## src/rtl/traffic_pkg.sv

```systemverilog
// traffic_pkg -- shared definitions for the intersection scheduler.
//
// Holds the two-bit light encodings, the controller state codes (which are
// also the externally visible phase codes), and the phase-code width.
// No ports; imported by the interface, the top level and the bench-facing
// decode.

package traffic_pkg;

    localparam int PHASE_W = 3;

    typedef enum logic [1:0] {
        LIGHT_RED    = 2'b00,
        LIGHT_YELLOW = 2'b01,
        LIGHT_GREEN  = 2'b10
    } light_e;

    // Code 7 is deliberately left unassigned; the FSM maps it back to HWY_G.
    typedef enum logic [PHASE_W-1:0] {
        HWY_G    = 3'd0,
        HWY_Y    = 3'd1,
        AR_H2C   = 3'd2,
        CNTRY_G  = 3'd3,
        CNTRY_Y  = 3'd4,
        AR_C2H   = 3'd5,
        PED_WALK = 3'd6
    } state_e;

endpackage

```

## src/rtl/intersection_scheduler_if.sv

```systemverilog
// intersection_scheduler_if -- sensor/lamp bundle of the intersection scheduler.
//
// Signals:
//   x        car waiting on the country road (level)
//   ped_req  pedestrian request (single-cycle pulse is enough)
//   hwy      highway light (traffic_pkg light encoding)
//   cntry    country light (same encoding)
//   walk     pedestrian walk lamp
//   phase    current controller state code
// Modports:
//   master   the environment: drives sensors, observes lamps
//   slave    the scheduler: observes sensors, drives lamps

interface intersection_scheduler_if;

    logic                             x;
    logic                             ped_req;
    logic [1:0]                       hwy;
    logic [1:0]                       cntry;
    logic                             walk;
    logic [traffic_pkg::PHASE_W-1:0]  phase;

    modport master (
        output x, ped_req,
        input  hwy, cntry, walk, phase
    );

    modport slave (
        input  x, ped_req,
        output hwy, cntry, walk, phase
    );

endinterface

```

## src/rtl/phase_timer.sv

```systemverilog
// phase_timer -- cycles-in-current-state counter.
//
// Counts from 0 on the first cycle of a state, returns to 0 whenever the
// owner signals a state change, and sticks at all-ones instead of wrapping
// so a long dwell can never alias back onto a small threshold.
//
// Ports:
//   clk_i      clock, rising edge
//   clear_i    synchronous active-high reset
//   restart_i  state is changing on this edge; next count is 0
//   count_o    current count (registered)

module phase_timer #(
    parameter int CNT_W = 4
) (
    input  logic             clk_i,
    input  logic             clear_i,
    input  logic             restart_i,
    output logic [CNT_W-1:0] count_o
);

    logic [CNT_W-1:0] count_q;
    logic [CNT_W-1:0] count_d;

    always_comb begin
        count_d = count_q;
        if (restart_i) begin
            count_d = '0;
        end else if (count_q != {CNT_W{1'b1}}) begin
            count_d = count_q + 1'b1;
        end
    end

    always_ff @(posedge clk_i) begin
        if (clear_i) begin
            count_q <= '0;
        end else begin
            count_q <= count_d;
        end
    end

    assign count_o = count_q;

endmodule

```

## src/rtl/intersection_scheduler.sv

```systemverilog
// intersection_scheduler -- highway / country-road traffic light controller
// with an optional pedestrian walk phase.
//
// Moore FSM: every lamp and the phase code decode from the registered state
// only. The highway rests green; a waiting country car or a latched
// pedestrian request ends the highway green once its minimum has elapsed.
// Both directions always pass through yellow and an all-red clearance.
//
// Build option: define INTERSECTION_PED_EN to enable the pedestrian path.
// Without it ped_req is ignored, the request latch stays 0, PED_WALK can
// never be entered and walk is tied low; the port list is the same.
//
// Ports:
//   clk    clock, rising edge
//   clear  synchronous active-high reset (to HWY_G, timer 0, no request)
//   bus    intersection_scheduler_if.slave (x, ped_req in; hwy, cntry,
//          walk, phase out)

module intersection_scheduler
    import traffic_pkg::*;
#(
    parameter int Y2RDELAY  = 3,
    parameter int R2GDELAY  = 2,
    parameter int MIN_GREEN = 4,
    parameter int MAX_CNTRY = 8,
    parameter int WALK_CYC  = 6,
    parameter int CNT_W     = 4
) (
    input  logic                     clk,
    input  logic                     clear,
    intersection_scheduler_if.slave  bus
);

    // Terminal counts: the timer reads N-1 on the last cycle of an N-cycle phase.
    localparam logic [CNT_W-1:0] MIN_LAST  = CNT_W'(MIN_GREEN - 1);
    localparam logic [CNT_W-1:0] Y2R_LAST  = CNT_W'(Y2RDELAY - 1);
    localparam logic [CNT_W-1:0] R2G_LAST  = CNT_W'(R2GDELAY - 1);
    localparam logic [CNT_W-1:0] MAX_LAST  = CNT_W'(MAX_CNTRY - 1);
    localparam logic [CNT_W-1:0] WALK_LAST = CNT_W'(WALK_CYC - 1);

    state_e           state_q;
    state_e           state_d;
    logic             ped_pending_q;
    logic             ped_pending_d;
    logic [CNT_W-1:0] cnt;
    logic             state_change;

    assign state_change = (state_d != state_q);

    phase_timer #(
        .CNT_W (CNT_W)
    ) u_phase_timer (
        .clk_i     (clk),
        .clear_i   (clear),
        .restart_i (state_change),
        .count_o   (cnt)
    );

    // State register
    always_ff @(posedge clk) begin
        if (clear) begin
            state_q <= HWY_G;
        end else begin
            state_q <= state_d;
        end
    end

    // Next-state logic
    always_comb begin
        state_d = state_q;
        case (state_q)
            HWY_G: begin
                if ((cnt >= MIN_LAST) && (bus.x || ped_pending_q)) begin
                    state_d = HWY_Y;
                end
            end
            HWY_Y: begin
                if (cnt == Y2R_LAST) state_d = AR_H2C;
            end
            AR_H2C: begin
                // A waiting pedestrian is served ahead of the country road.
                if (cnt == R2G_LAST) state_d = ped_pending_q ? PED_WALK : CNTRY_G;
            end
            CNTRY_G: begin
                // Decision needs one green cycle first, so the minimum is 1.
                if (!bus.x || (cnt == MAX_LAST)) state_d = CNTRY_Y;
            end
            CNTRY_Y: begin
                if (cnt == Y2R_LAST) state_d = AR_C2H;
            end
            PED_WALK: begin
                if (cnt == WALK_LAST) state_d = AR_C2H;
            end
            AR_C2H: begin
                if (cnt == R2G_LAST) state_d = HWY_G;
            end
            default: state_d = HWY_G;
        endcase
    end

    // Pedestrian request latch. Entering PED_WALK clears it, and that clear
    // wins over a request arriving on the same edge.
`ifdef INTERSECTION_PED_EN
    always_comb begin
        ped_pending_d = ped_pending_q | bus.ped_req;
        if ((state_d == PED_WALK) && (state_q != PED_WALK)) begin
            ped_pending_d = 1'b0;
        end
    end
`else
    logic unused_ped;
    assign unused_ped    = bus.ped_req;
    assign ped_pending_d = 1'b0;
`endif

    always_ff @(posedge clk) begin
        if (clear) begin
            ped_pending_q <= 1'b0;
        end else begin
            ped_pending_q <= ped_pending_d;
        end
    end

    // Output decode (registered state only)
    always_comb begin
        bus.hwy   = LIGHT_RED;
        bus.cntry = LIGHT_RED;
        bus.walk  = 1'b0;
        bus.phase = state_q;
        case (state_q)
            HWY_G:   bus.hwy   = LIGHT_GREEN;
            HWY_Y:   bus.hwy   = LIGHT_YELLOW;
            CNTRY_G: bus.cntry = LIGHT_GREEN;
            CNTRY_Y: bus.cntry = LIGHT_YELLOW;
            PED_WALK: begin
`ifdef INTERSECTION_PED_EN
                bus.walk = 1'b1;
`endif
            end
            default: ;
        endcase
    end

endmodule

```

## src/flat_wrapper.sv

```systemverilog
// flat-port wrapper written by rule: the top's interface ports become plain ports
module intersection_scheduler_flat import traffic_pkg::*;
#(
    parameter int Y2RDELAY  = 3,
    parameter int R2GDELAY  = 2,
    parameter int MIN_GREEN = 4,
    parameter int MAX_CNTRY = 8,
    parameter int WALK_CYC  = 6,
    parameter int CNT_W     = 4
)
  (clk, clear, bus_x, bus_ped_req, bus_hwy, bus_cntry, bus_walk, bus_phase);
  intersection_scheduler_if bus_i ();
  input  logic clk;
  input  logic clear;
  input wire logic [$bits(bus_i.x)-1:0] bus_x;
  input wire logic [$bits(bus_i.ped_req)-1:0] bus_ped_req;
  output wire logic [$bits(bus_i.hwy)-1:0] bus_hwy;
  output wire logic [$bits(bus_i.cntry)-1:0] bus_cntry;
  output wire logic [$bits(bus_i.walk)-1:0] bus_walk;
  output wire logic [$bits(bus_i.phase)-1:0] bus_phase;
  assign bus_i.x = bus_x;
  assign bus_i.ped_req = bus_ped_req;
  assign bus_hwy = bus_i.hwy;
  assign bus_cntry = bus_i.cntry;
  assign bus_walk = bus_i.walk;
  assign bus_phase = bus_i.phase;
  intersection_scheduler #(.Y2RDELAY(Y2RDELAY), .R2GDELAY(R2GDELAY), .MIN_GREEN(MIN_GREEN), .MAX_CNTRY(MAX_CNTRY), .WALK_CYC(WALK_CYC), .CNT_W(CNT_W)) u_core (.clk(clk), .clear(clear), .bus(bus_i));
endmodule
```

## config.mk

```make
export PLATFORM = sky130hd
export DESIGN_NAME = intersection_scheduler_flat
export DESIGN_NICKNAME = d
export VERILOG_FILES = /design/src/rtl/traffic_pkg.sv /design/src/rtl/intersection_scheduler_if.sv /design/src/rtl/phase_timer.sv /design/src/rtl/intersection_scheduler.sv /design/src/flat_wrapper.sv
export SDC_FILE = /design/constraint.sdc
export NUM_CORES = 1
export LEC_CHECK = 0
export CAP_MARGIN = 20
export CORE_MARGIN = 2
export CORE_UTILIZATION = 40
export CTS_BUF_LIST = sky130_fd_sc_hd__clkbuf_8
export DETAILED_ROUTE_END_ITERATION = 7
export GPL_TIMING_DRIVEN = 0
export MAX_ROUTING_LAYER = met4
export PLACE_DENSITY_LB_ADDON = 0.05
export SLEW_MARGIN = 20
export SYNTH_ARGS = -nofsm -noshare
export SYNTH_HDL_FRONTEND = slang
export SYNTH_HIERARCHICAL = 1
export SYNTH_SLANG_ARGS = --single-unit
```

## constraint.sdc

```tcl
create_clock -name clk -period 2.58 [get_ports clk]
set_clock_uncertainty 0.2 [all_clocks]
set_input_delay 0.387 -clock clk [delete_from_list [all_inputs] [get_ports clk]]
set_output_delay 0.387 -clock clk [all_outputs]
set_load 0.02 [all_outputs]
```

-- Yosys cells after proc, flatten, opt, wreduce, memory -nomap -nowiden
Cells that the tools add are included.
- flip-flop bits (word level): 7
- magnitude comparators: 1
- muxes and demuxes: 10
- add/subtract/negate cells: 1
- equal/unequal tests: 12
- reduce and logical (&&, ||, !) cells: 5
- operator list (operator ; count):
    two-way mux 3 bit ; 7
    one-hot mux 3 bit (7 select lines) ; 1
    equality test 3 bit, second input constant ; 3
    equality test 4 x 3 -> 1 bit, second input constant ; 2
    one-hot mux 2 bit (2 select lines) ; 2
    equality test 3 x 2 -> 1 bit, second input constant ; 2
    adder 4 x 1 -> 4 bit, second input constant ; 1
    equality test 4 x 1 -> 1 bit, second input constant ; 1
    equality test 4 x 2 -> 1 bit, second input constant ; 1
    greater-or-equal comparator 4 x 2 -> 1 bit, second input constant ; 1
    != test 4 bit, second input constant ; 1
    equality test 3 x 1 -> 1 bit, second input constant ; 1
    logical NOT 3 bit ; 1
    != test 3 bit ; 1
    OR reduction 2 bit ; 1
    logical AND 1 bit ; 1
    logical NOT 1 bit ; 1
    logical OR 1 bit ; 1

-- Longest topological paths before layout
Gate-level depths: netlist (run 1).
- depth in word-level cells: 6
- gate-level depth with buffers: 8
- depth with buffers taken out: 7

-- Modules after synthesis
The synthesis (run 1) kept the hierarchy.
- by module, submodules not included (module ; instances ; cells an instance ; sequential area each (µm²) ; area an instance (µm²)):
    intersection_scheduler ; 1 ; 55 ; 60.1 ; 375.4
    phase_timer ; 1 ; 19 ; 80.1 ; 200.2

-- Least setup slack after synthesis (run 1)
OpenSTA, ideal clock, no wires.
- path type: reg2reg
- start point: register u_core.state_q[0], in the netlist u_core/bus.phase[0]
- end point: register u_core.u_phase_timer.count_q[1], in the netlist u_core/u_phase_timer/count_o[1]
- required time: 2.322 ns
- path buffers: 1
- path slack: 0.421 ns
- cell stages (with the launch flop): 8
- library setup time: 0.058 ns
- data arrival time: 1.902 ns
- path through: dfxtp_1 clkbuf_1 nor2_1 a311oi_1 a31oi_1 a221o_1 nor3b_1 mux2_2
- cells in the longest elaborated chain, start to end: 4
- elaborated cells between the ends (all ways): 17
- classes of those cells: 7 x eq/ne; 8 x mux; 2 x reduce/logical
- ends and longest elaborated chain (what ; RTL line ; text):
    start, declared ; intersection_scheduler.sv:41 ; state_e state_q;
    start signal, assigned ; intersection_scheduler.sv:64 ; state_q <= state_d;
    equality test 3 bit (tied with other cells) ; intersection_scheduler.sv:71 ; case (state_q)
    one-hot mux 3 bit (7 select lines) ; intersection_scheduler.sv:71 ;
    != test 3 bit * ; intersection_scheduler.sv:48 ; assign state_change = (state_d != state_q);
    net u_core.state_change ; intersection_scheduler.sv:46 ; logic state_change;
    OR reduction 2 bit (no source line) * ; - ;
    end signal, assigned ; phase_timer.sv:38 ; count_q <= count_d;
    end, declared ; phase_timer.sv:22 ; logic [CNT_W-1:0] count_q;
Mark *: on every way through the listed nets, which the timed path passes. The rest lies on a longest branch.
A chain may end at the register's enable or synchronous reset.

-- Final worst setup path (run 1)
- start point: register u_core.u_phase_timer.count_q[0], in the netlist u_core/u_phase_timer/count_o[0]
- end point: register u_core.u_phase_timer.count_q[1], in the netlist u_core/u_phase_timer/count_o[1]
- cells in the longest elaborated chain, start to end: 6
- elaborated cells between the ends (all ways): 19
- classes of those cells: 1 x add/sub; 1 x order compare; 6 x eq/ne; 8 x mux; 3 x reduce/logical
- ends and longest elaborated chain (what ; RTL line):
    greater-or-equal comparator 4 x 2 -> 1 bit / equality test 4 x 3 -> 1 bit (equally long branches) ; intersection_scheduler.sv:73, intersection_scheduler.sv:86
    logical AND 1 bit / logical OR 1 bit (equally long branches) ; intersection_scheduler.sv:73, intersection_scheduler.sv:86
    two-way mux 3 bit (on tied branches) ; intersection_scheduler.sv:73, intersection_scheduler.sv:86
    one-hot mux 3 bit (7 select lines) * ; intersection_scheduler.sv:71
    != test 3 bit * ; intersection_scheduler.sv:48
    net u_core.state_change ; intersection_scheduler.sv:46
    OR reduction 2 bit (no source line) * ; -
Marked as above.

==> metrics.md, run 1 <==
| Metric | Value |
|---|---|
| Postcts setup bufs | 0 |
| H-tree Lvls | 1 |
| Yosys top cell by area | dfxtp_1 |
| Max clock buf depth | 2 |
| EDFF count, synth | 0 |
| Pre-CTS WS | -23.04 ps |
| Total Wirelength | 1384 µm |
| Worst Setup Start Kind | flop |
| Global-route wire length before repair | 2152 µm |
| Max Freq | 415.8 MHz |
| Clk sinks | 7 |
| Fin util | 55.84% |
| Post-synth top cells | nor2_1 (8), dfxtp_1 (7), nand2_1 (6) |
| Final setup fails | 0 |
| Async S/R FF share, synth | 0% |
| Post-Syn Area | 575.6 µm² |
| Top-count cell post-synth | nor2_1 |
| Initial core utilization | 43.68% |
| DRT iter0 DRCs | 21 |
| P&R area growth vs syn | 27.83% |
| Clock slew at reported path FFs | 40 ps |
| Io pins | 12 |
| Worst EP arrival | 2370 ps |
| Die width | 41.93 µm |
| Leakage | 0.2600 nW |
| Fin crit share | 93.21% |
| Max-cap violations | 0 |
| Vias in the first global route | 479 |
| Final ANT Viol Nets | 0 |
| Clock latency on the worst-skew pair | 220 ps |
| Gr usage total | 16.30% |
| Clock Tree Root | clkbuf_8 |
| Most frequently used flop master after synthesis | dfxtp_1 |
| DR WL/cell | 13.57 µm |
| Via density | 5.902 |
| IO buf count | 9 |
| Path type of the worst min-delay path | reg -> reg |
| Final instance area | 735.7 µm² |
| RSZ-0062 raised after global routing | no |
| Max-slew violations | 0 |
| #FFs+latches synth | 7 |
| Die Ht | 41.93 µm |
| Largest net degree at the start of global routing | 14 |
| Ys Warns | 6 |
| Crit-path max cell delay | 570 ps |
| Min Tclk post-route | 2405 ps |
| Worst Setup Path Type | reg -> reg |
| Count of different cell masters after synthesis | 35 |
| Hpwl dp | 980.5 µm |
| DR DRC count | 0 |
| Peak supply drop | 0.0005354 V |
| Routed vias | 602 |
| Final WS setup | 175.2 ps |
| Crit-path max FO | 13 |
| Layout cell share with drive strength beyond 1 | 14.94% |
| Slowest cell on crit path | dfxtp_1 |
| Initial antenna violation count | 0 |
| Pwr/cell area | 844.3 nW/µm² |
| Yosys top cell area share | 24.35% |
| Avg Inst Size Synth | 7.778 µm² |
| Grt ovf | 0 |
| Syn Nets | 79 |
| Cell Area, Placed | 684.4 µm² |
| # nets final | 93 |
| Sequential-to-total area share from yosys stat | 24.35% |
| Outcome | finished, final reports clean |
| Critical path buffers and inverters | 0 |
| Die Footprint | 1758 µm² |
| Hold slack final | 395.3 ps |
| Critical-path cell list | nor4b_4 -> nor2_1 -> o21ai_0 -> a31oi_1 -> a221o_1 -> nor3b_1 -> mux2_2 |
| Total iterations of the first detailed-routing run | 4 |
| GPL Wtd Cong | 0.8462 |
| Core area | 1318 µm² |
| Rows | 13 |
| WP data required | 2550 ps |
| Area contributors post-synth | dfxtp_1 (24%), nor2_1 (5.2%), nor3b_1 (5.2%), nor4b_4 (4.1%), a211oi_1 (3.9%) |
| Delay-heaviest family, CP | compound AO/OA/AOI/OAI gates |
| Final Hold Viols | 0 |
| Ant. Diodes | 0 |
| CTS tree | done |
| Total CTS buffers | 3 |
| Nature of the critical path endpoint | flop |
| Cells after synthesis | 74 |
## tightest hold or removal path: stages, from the launching register on
cell,delay [ps]
dfxtp_1,370
nor2_1,130
nor4_1,50
## registers in the layout, summed over array words and instances, names as in the netlist
register	flops
u_core/u_phase_timer/count_o	4
u_core/bus.phase	3
## cell usage in the layout (no fill, tap or decap), types with 3 or more instances in the layout
cell type and n:
nor3_1 4, nor2_1 8, dfxtp_1 7, clkdlybuf4s50_1 9, nand2b_1 3, a211oi_1 3
clkbuf_8 3, a21oi_1 4, a31oi_1 3, nand2_1 6, nor3b_1 4
## power breakdown
part / leakage [nW] / total [mW] / switching, mW / internal (mW)
clock network: 0.0269 / 0.147 / 0.0448 / 0.103
registers: 0.0570 / 0.191 / 0.0579 / 0.133
logic: 0.176 / 0.283 / 0.147 / 0.136
total: 0.260 / 0.621 / 0.249 / 0.372
## per-stage QoR
| step | power, mW | instances | TNS, ps |
|---|---|---|---|
| after floorplan | 0.3846 | 74 | 0 |
| after global placement | 0.4634 | 98 | -8.364 |
| after detailed placement | 0.4676 | 98 | -23.04 |
| after CTS | 0.6208 | 102 | 0 |
| after global routing | 0.6617 | 102 | 0 |
| final | 0.6212 | 102 | 0 |
## worst paths after layout
path / cells after the start / start / slack, ps / end
setup / recovery: 7 / u_core/u_phase_timer/count_o[0]$_SDFFE_PP0P_ / 180 / u_core/u_phase_timer/count_o[1]$_SDFFE_PP0P_
hold reg to reg: 2 / u_core/u_phase_timer/count_o[2]$_SDFFE_PP0P_ / 400 / u_core/u_phase_timer/count_o[2]$_SDFFE_PP0P_
hold / removal: 2 / u_core/u_phase_timer/count_o[2]$_SDFFE_PP0P_ / 400 / u_core/u_phase_timer/count_o[2]$_SDFFE_PP0P_
setup reg to reg: 7 / u_core/u_phase_timer/count_o[0]$_SDFFE_PP0P_ / 180 / u_core/u_phase_timer/count_o[1]$_SDFFE_PP0P_
## cells by family (layout without fill, tap and decap cells)
kind of cell / count (synthesis) / in the layout / share of synthesized area, %
adder cells (fa/ha/maj): 1 / 1 / 2.174
multiplexers: 2 / 2 / 3.913
flip-flops: 7 / 7 / 24.35
other: 1 / 1 / 0.6515
AND/OR/NAND/NOR: 38 / 38 / 38.92
buffers and inverters: 6 / 19 / 6.086
AO/OA/AOI/OAI: 19 / 19 / 23.91
## layer usage
metal	global-route usage (%)	share of wire [%]	vias up
met5	-	0	-
met4	7.742	0.72	0
met3	5.652	4.4	2
met2	23.13	45	10
met1	20.47	49	288
li1	-	-	302
## cell type report
| type | count | area [µm²] |
|---|---|---|
| buffer | 5 | 31.28 |
| clock buffer | 3 | 41.29 |
| clock inverter | 1 | 3.754 |
| fill | 125 | 581.8 |
| inverter | 1 | 3.754 |
| multi-input combinational | 61 | 406.6 |
| sequential | 7 | 140.1 |
| tap | 15 | 18.77 |
| timing repair buffer | 9 | 90.09 |
## timing repair
| action | CTS | global route |
|---|---|---|
| hold buffers | 0 | 0 |
| setup endpoints to repair | 0 | 1 |
| hold endpoints to repair | 0 | 0 |
| gates resized for setup | 0 | 1 |
(Power assumes the default switching activity.)
==> run 2, diff against run 1 <==
--- a/config.mk
+++ b/config.mk
@@ -5,14 +5,18 @@
 export SDC_FILE = /design/constraint.sdc
 export NUM_CORES = 1
 export LEC_CHECK = 0
+export ABC_CLOCK_PERIOD_IN_PS = 2580
 export CAP_MARGIN = 20
+export CELL_PAD_IN_SITES_DETAIL_PLACEMENT = 0
+export CELL_PAD_IN_SITES_GLOBAL_PLACEMENT = 1
 export CORE_MARGIN = 2
-export CORE_UTILIZATION = 40
+export CORE_UTILIZATION = 37
 export CTS_BUF_LIST = sky130_fd_sc_hd__clkbuf_8
 export DETAILED_ROUTE_END_ITERATION = 7
 export GPL_TIMING_DRIVEN = 0
 export MAX_ROUTING_LAYER = met4
 export PLACE_DENSITY_LB_ADDON = 0.05
+export RECOVER_POWER = 100
 export SLEW_MARGIN = 20
 export SYNTH_ARGS = -nofsm -noshare
 export SYNTH_HDL_FRONTEND = slang
==> metrics.md, run 2 (same netlist as run 1, synthesis figures left out) <==
| Metric | Value |
|---|---|
| Outcome | finished, final reports clean |
| Total iterations of the first detailed-routing run | 4 |
| CTS tree | done |
| Hpwl dp | 941.3 µm |
| Tot Pwr | 0.6195 mW |
| Die Ht | 43.44 µm |
| Total Wirelength | 1338 µm |
| Commonest non-fill, non-tap cell in the layout | nor2_1 |
| Worst Setup Start Kind | flop |
| Leakage | 0.2731 nW |
| Clock Tree Root | clkbuf_8 |
| Vias in the first global route | 557 |
| DR WL/cell | 12.99 µm |
| Max clock buf depth | 2 |
| Clock latency on the worst-skew pair | 230 ps |
| Total CTS buffers | 3 |
| Via density | 5.728 |
| Nature of the critical path endpoint | primary output |
| Routed vias | 590 |
| # nets final | 93 |
| Max Freq | 417.3 MHz |
| Die width | 43.44 µm |
| Ant. Diodes | 0 |
| Postcts setup bufs | 0 |
| Worst Setup Path Type | reg -> out |
| Clk sinks | 7 |
| Min Tclk post-route | 2397 ps |
| Most frequent cells in the layout | nor2_1 (8), dlygate4sd3_1 (6), nand2_1 (6), dfxtp_1 (6) |
| RSZ-0062 raised after global routing | no |
| Final setup fails | 0 |
| Initial antenna violation count | 0 |
| WP data required | 1990 ps |
| Final Hold Viols | 0 |
| FF-to-FF setup slack | 250 ps |
| Max-slew violations | 0 |
| Io pins | 12 |
| Final std cells w/o fill | 103 |
| Fin crit share | 92.89% |
| R2R cell count | 7 |
| Grt ovf | 0 |
| Gr usage total | 17.43% |
| DR DRC count | 0 |
| RR Startpoint | u_core/bus.phase[0]$_SDFF_PP0_ |
| Path type of the worst min-delay path | reg -> reg |
| PostCTS Resize Cnt | 0 |
| Hold_sp | u_core/u_phase_timer/count_o[0]$_SDFFE_PP0P_ |
| DRT iter0 DRCs | 27 |
| Peak supply drop | 0.0003870 V |
| Pwr/cell area | 853.7 nW/µm² |
| Max reg flops | 4 |
| Fillcell total | 146 |
| P&R area growth vs syn | 26.09% |
| Fin util | 48.74% |
| IO buf count | 9 |
| Worst Hold Path EP | u_core/u_phase_timer/count_o[0]$_SDFFE_PP0P_ |
| H-tree Lvls | 1 |
| Post-Place Cells | 99 |
| Cts hold-fix bufs | 0 |
| Worst EP arrival | 1810 ps |
| Die Footprint | 1887 µm² |
| GPL Wtd Cong | 0.7899 |
| Crit-path max FO | 10 |
| R2r endpoint | u_core/u_phase_timer/count_o[1]$_SDFFE_PP0P_ |
| Setup TNS | 0 ps |
| Max-cap violations | 0 |
| Worst hold stages | 2 |
| Initial core utilization | 38.66% |
| Core area | 1489 µm² |
| Final ANT Viol Nets | 0 |
| Rows | 14 |
| Clock slew at reported path FFs | 40 ps |
| Layout cell share with drive strength beyond 1 | 13.79% |
| Largest net degree at the start of global routing | 14 |
| Global-route wire length before repair | 2401 µm |
[run 2: per-layer routing]
layer  GRT usage (%)  up-vias  part of all wire (%)
met2           23.58       20                    42
li1                -      300                     -
met3           6.667        5                   4.5
met1           22.22      265                    50
met4           9.091        0                   3.0
met5               -        -                     0
[run 2: how the worst max path moves through the flow]
stage | cells after the start | to | slack [ps] | from
final | 3 | bus_cntry[0] | 180 | u_core/bus.phase[2]$_SDFF_PP0_
after global routing | 6 | u_core/u_phase_timer/count_o[3]$_SDFFE_PP0P_ | 50 | u_core/u_phase_timer/count_o[1]$_SDFFE_PP0P_
after CTS | 3 | bus_cntry[0] | 190 | u_core/bus.phase[2]$_SDFF_PP0_
after detailed placement | 8 | u_core/u_phase_timer/count_o[1]$_SDFFE_PP0P_ | -20 | bus_x
after global placement | 8 | u_core/u_phase_timer/count_o[1]$_SDFFE_PP0P_ | -2 | bus_x
after floorplan | 7 | u_core/u_phase_timer/count_o[1]$_SDFFE_PP0P_ | 420 | u_core/bus.phase[0]$_SDFF_PP0_
[run 2: layout make-up]
cell class                      instances  area, µm²  area share, %
Timing Repair Buffer                    9      90.09          12.41
Inverter                                1      3.754         0.5172
Buffer                                  5      31.28          4.310
Sequential cell                         7      141.4          19.48
Clock inverter                          1      3.754         0.5172
Clock buffer                            3      41.29          5.690
Tap cell                               16      20.02          2.759
Multi-Input combinational cell         61      394.1          54.31
[run 2: per-stage QoR]
stage               worst slack, ps  hold slack [ps]  instance area (µm²)
floorplan                     420.6            256.1                575.6
global route                  49.69            410.6                725.7
detailed placement           -18.32            395.7                685.7
finish                        183.5            372.7                725.7
global placement             -1.728            382.3                685.7
CTS                           193.5            402.3                730.7
[run 2: where the power goes]
part / internal [mW] / total [mW] / switching (mW)
Sequential: 0.134 / 0.190 / 0.0551
Clock: 0.103 / 0.157 / 0.0535
Combinational: 0.130 / 0.273 / 0.143
[run 2: worst max-delay path, cell delays in order, from the launching register on]
cell	delay [ps]
dfxtp_1	330
clkbuf_1	330
nor3b_1	220
dlygate4sd3_1	700
